File: config.mk
export PLATFORM = sky130hd
export DESIGN_NAME = conv1_buf_arbiter
export DESIGN_NICKNAME = d
export VERILOG_FILES = /design/src/rtl/conv1_buf_arbiter.sv
export SDC_FILE = /design/constraint.sdc
export NUM_CORES = 1
export LEC_CHECK = 0
export ABC_AREA = 1
export CAP_MARGIN = 15
export CORE_ASPECT_RATIO = 0.7
export CORE_MARGIN = 3
export CORE_UTILIZATION = 44
export CTS_BUF_LIST = sky130_fd_sc_hd__clkbuf_4 sky130_fd_sc_hd__clkbuf_8
export DETAILED_ROUTE_END_ITERATION = 16
export GPL_TIMING_DRIVEN = 0
export MAX_ROUTING_LAYER = met4
export PLACE_DENSITY = 0.89
export SLEW_MARGIN = 10
export SYNTH_ARGS = -nofsm -noshare
export SYNTH_HDL_FRONTEND = slang
export SYNTH_SLANG_ARGS = --single-unit
File: constraint.sdc
create_clock -name clk -period 8.3 [get_ports clk]
set_input_delay 1.66 -clock clk [delete_from_list [all_inputs] [get_ports clk]]
set_output_delay 1.66 -clock clk [all_outputs]
set_load 0.005 [all_outputs]
File: src/rtl/conv1_buf_arbiter.sv
// Shares one single-port BRAM between the conv1 result writer and the next-layer reader.
// Writes land at sequential addresses; a read is held off until its word has been written.
module conv1_buf_arbiter #(
    parameter int DEPTH  = 2562,
    parameter int ADDR_W = 12,
    parameter int DATA_W = 32
) (
    input  logic              clk,
    input  logic              rst_n,
    input  logic              start_i,
    input  logic              wr_valid_i,
    input  logic [DATA_W-1:0] wr_data_i,
    output logic              wr_ready_o,
    input  logic              rd_req_i,
    input  logic [ADDR_W-1:0] rd_addr_i,
    output logic              rd_grant_o,
    output logic              rd_valid_o,
    output logic [DATA_W-1:0] rd_data_o,
    output logic [ADDR_W-1:0] wr_count_o,
    output logic              buf_full_o,
    output logic              bram_en_o,
    output logic              bram_we_o,
    output logic [ADDR_W-1:0] bram_addr_o,
    output logic [DATA_W-1:0] bram_din_o,
    input  logic [DATA_W-1:0] bram_dout_i
);

    typedef enum logic [1:0] {IDLE, FILL, FULL} state_t;

    localparam logic [ADDR_W-1:0] DEPTH_A = ADDR_W'(DEPTH);

    state_t              state_q, state_d;
    logic                pend_vld_q, pend_vld_d;
    logic [DATA_W-1:0]   pend_data_q, pend_data_d;
    logic [ADDR_W-1:0]   wr_count_q, wr_count_d;
    logic                rd_last_q, rd_last_d;
    logic                rd_valid_q, rd_valid_d;

    logic                wr_elig, rd_elig, wr_gnt, rd_gnt, wr_acc, full_next;
    logic [ADDR_W-1:0]   cnt_inc;

    always_comb begin
        wr_elig   = pend_vld_q && !start_i;
        // wr_count is DEPTH once full, so this compare also covers the FULL case
        rd_elig   = rd_req_i && !start_i && (rd_addr_i < wr_count_q);
        // rd_last_q clear means reads take the next tie
        wr_gnt    = wr_elig && (!rd_elig || rd_last_q);
        rd_gnt    = rd_elig && !wr_gnt;
        cnt_inc   = wr_count_q + {{(ADDR_W-1){1'b0}}, wr_gnt};
        full_next = (cnt_inc == DEPTH_A);

        wr_ready_o = (state_q == FILL) && !start_i && !full_next && (!pend_vld_q || wr_gnt);
        wr_acc     = wr_valid_i && wr_ready_o;

        bram_en_o   = wr_gnt || rd_gnt;
        bram_we_o   = wr_gnt;
        bram_addr_o = wr_gnt ? wr_count_q : (rd_gnt ? rd_addr_i : '0);
        bram_din_o  = wr_gnt ? pend_data_q : '0;

        state_d     = state_q;
        pend_vld_d  = pend_vld_q;
        pend_data_d = pend_data_q;
        wr_count_d  = wr_count_q;
        rd_last_d   = rd_last_q;
        rd_valid_d  = rd_valid_q;

        if (start_i) begin
            state_d    = FILL;
            pend_vld_d = 1'b0;
            wr_count_d = '0;
            rd_last_d  = 1'b0;
            rd_valid_d = 1'b0;
        end else begin
            rd_valid_d = rd_gnt;
            wr_count_d = cnt_inc;
            if (wr_acc) begin
                pend_vld_d  = 1'b1;
                pend_data_d = wr_data_i;
            end else if (wr_gnt) begin
                pend_vld_d  = 1'b0;
            end
            if (wr_gnt)
                rd_last_d = 1'b0;
            else if (rd_gnt)
                rd_last_d = 1'b1;
            if (state_q == FILL && full_next)
                state_d = FULL;
        end
    end

    always_ff @(posedge clk or negedge rst_n) begin
        if (!rst_n) begin
            state_q     <= IDLE;
            pend_vld_q  <= 1'b0;
            pend_data_q <= '0;
            wr_count_q  <= '0;
            rd_last_q   <= 1'b0;
            rd_valid_q  <= 1'b0;
        end else begin
            state_q     <= state_d;
            pend_vld_q  <= pend_vld_d;
            pend_data_q <= pend_data_d;
            wr_count_q  <= wr_count_d;
            rd_last_q   <= rd_last_d;
            rd_valid_q  <= rd_valid_d;
        end
    end

    assign rd_grant_o = rd_gnt;
    assign rd_valid_o = rd_valid_q;
    assign rd_data_o  = bram_dout_i;
    assign wr_count_o = wr_count_q;
    assign buf_full_o = (wr_count_q == DEPTH_A);

endmodule

==> key figures <==
Run status
  • Status: completed

Clock tree
  • Reg clk slew, reported paths: 0.09 ns
  • Clock root cell: clkbuf_8
  • # resized after CTS: 0
  • Hold_buf cts: 0
  • Post-CTS Setup Repair Bufs: 0
  • Num CTS Buffers: 5
  • CTS tree: yes
  • Max Root-Sink Buffers: 2
  • Num Clock Sinks: 49
  • H-tree Lvls: 2
  • Clock Latency Late Sink: roughly 0.30 ns

Setup path
  • Crit end category: output port
  • Crit path buffers/inverters: 5
  • FF-to-FF Start: wr_count_o[10]$_DFF_PN0_
  • CP Class: in2out
  • Most used cell, CP: nand2_1
  • CP max-delay cell: clkdlybuf4s50_1
  • Critical Path Source: rd_addr_i[11]
  • CP max FO: 10
  • Worst EP required: roughly 6.6 ns
  • CP peak stage delay: approximately 0.52 ns
  • Crit path launch type: input pin
  • Crit path DAT: roughly 5.7 ns
  • Kind of cell adding the most delay to the critical path: simple AND/OR/NAND/NOR gates

GRT
  • Met3 Resource Use GR: 4.798%
  • Initial antenna violation count: 0
  • Busiest grt layer: met2
  • First-pass GRT wire length: approximately 16,000 um
  • Grt met2 use: 36.99%
  • Remaining Overflow, GRT: 0
  • Vias in the first global route: about 3,300
  • Largest net degree at the start of global routing: 32
  • GRT Total Usage: between 20% and 30%
  • Met1 Usage GRT: 30.20%

STA
  • Max-slew headroom: 67.55%
  • RSZ-0062 raised after global routing: false
  • Final period util: between 80% and 90%
  • Max-slew violation count: 0
  • Final Skew: approximately 0.0081 ns
  • Final TNS setup: 0 ns
  • PnR worst setup slack: around 0.96 ns
  • Hold Fails Final Rpt: 0
  • Final setup viols: 0
  • Peak Freq: 136.3 MHz
  • Worst slew pin tran: between 0.4 and 0.5 ns
  • Final min period: about 7.3 ns

Routing
  • DRC viols: 0
  • Final WL: between 9000 and 10,000 um
  • Wire length per cell: 13.61 um
  • Vias per Instance: roughly 4.9
  • Pre-Repair DR Iteration Count: 5
  • Antenna viol nets, final: 0
  • DRT iter0 DRCs: roughly 230
  • Routed vias: 3,559

Placed design
  • Port bufs: 140
  • DP Worst Slack: between 1 and 1.5 ns
  • Placed wire-length estimate: around 8000 um
  • Routability cong.: about 0.88

Power
  • Maximum vdd drop: between 0.08 and 0.09 mV
  • Pwr per Cell Area: 124.8 mW/mm^2
  • LEAKAGE: 2.421 nW

Hold path
  • HP Class: reg2reg
  • Worst Min Path Start: pend_data_q[16]$_DFFE_PN0P_

Yosys
  • Mapped Cells: just under 500
  • Synth Cell Area: between 0.003 and 0.004 mm^2
  • Post-synth cell types: 25
  • Avg Inst Size Synth: around 7 um^2
  • Flops & latches, synth: 49
  • Syn_nets: ~580
  • Post-synthesis sequential area ratio: approximately 36%
  • YS warnings: 0

Cells and area
  • Area Growth Syn to Fin: 48.63%
  • Most common cell after layout, fill and taps aside: nand2_1
  • Antenna cells: 0
  • Commonest cells after routing, fill and taps aside: nand2_1, clkdlybuf4s50_1, inv_1, nor2_1, dfrtp_1
  • Layout cells sized above 1: 12.86%
  • Nets: about 720

Floorplanning
  • Initial Util: roughly 46%
  • Die Y: approximately 79 um
  • DIE AREA: approximately 0.009 mm^2
  • # IOs: about 180
  • CORE AREA: 0.007385 mm^2
  • Die width: ~110 um
  • Cell row count: 26

Flow run
  • MaxCap Viol Count: 0
## state kept, by name, summed over array words and instances, names as in the netlist
register / cells
pend_vld_q: 1
rd_valid_o: 1
pend_data_q: 32
rd_last_q: 1
wr_count_o: 12
state_q: 2
## layer usage
layer	up-vias	part of all wire, %
li1	1760	-
met4	0	1.5
met1	1625	43
met3	16	7.2
met2	158	48
met5	-	0
## final cells by class
class / count / area, um^2
plain buffers: 53 / 385.4
clock buffers: 7 / 96.34
clock inverters: 1 / 5.005
fillers: 646 / 2371
inverters: 70 / 262.8
multi-input cells: 309 / 1499
flip-flops and latches: 49 / 1226
well taps: 98 / 122.6
repair buffers: 141 / 1416
## per-stage QoR
stage	hold slack (ns)	cell area (um^2)	cells	total power (W)	util, %
6_report	0.4759	5014	728	0.0006259	67.89
5_1_grt	0.5000	5014	728	0.0006700	67.89
4_1_cts	0.4804	5014	728	0.0006330	67.89
3_5_place_dp	0.4598	4912	720	0.0004800	66.52
3_3_place_gp	0.4537	4897	719	0.0004705	66.32
2_1_floorplan	0.4419	3373	481	0.0003855	-
## kinds of logic after synthesis
family	Yosys count	share of synthesized area [%]
AO/OA/AOI/OAI	22	3.375
adder cells (fa/ha/maj)	13	4.822
buffers and inverters	123	19.21
flip-flops	49	36.35
AND/OR/NAND/NOR	274	36.24
## synthesized netlist by cell type (all sizes together)
cell type,n,area (um^2)
ha,13,162.7
clkbuf,1,5.000
inv,70,262.8
o21ai,13,65.06
a211oi,1,7.510
buf,52,380.3
a21oi,7,35.03
and2,1,6.260
nor2,66,277.8
nor3,1,5.000
nand2,153,601.8
o22ai,1,6.260
nand3,12,60.06
nand4,41,271.5
dfrtp,49,1226
## power breakdown
part	internal [W]	switching [W]	total, W
combinational	0.0000984	0.0000834	0.000182
clock	0.0000754	0.0000756	0.000151
sequential	0.000272	0.0000213	0.000293
## worst min-delay path, stage by stage, from the launching register on
cell and delay (ns):
dfrtp_1 0.35, nand2_1 0.05, nand2_1 0.05
## final timing paths
path / endpoint / slack, ns / cells past startpoint
setup / recovery: wr_ready_o / 0.96 / 25
hold / removal: pend_data_q[16]$_DFFE_PN0P_ / 0.48 / 2
setup reg to reg: pend_data_q[2]$_DFFE_PN0P_ / 4.40 / 25
hold reg to reg: pend_data_q[16]$_DFFE_PN0P_ / 0.48 / 2
max in group asynchronous: pend_data_q[7]$_DFFE_PN0P_ / 6.48 / 2
min in group asynchronous: pend_data_q[29]$_DFFE_PN0P_ / 1.30 / 1
Note: power is estimated with default switching activity, not from simulation.
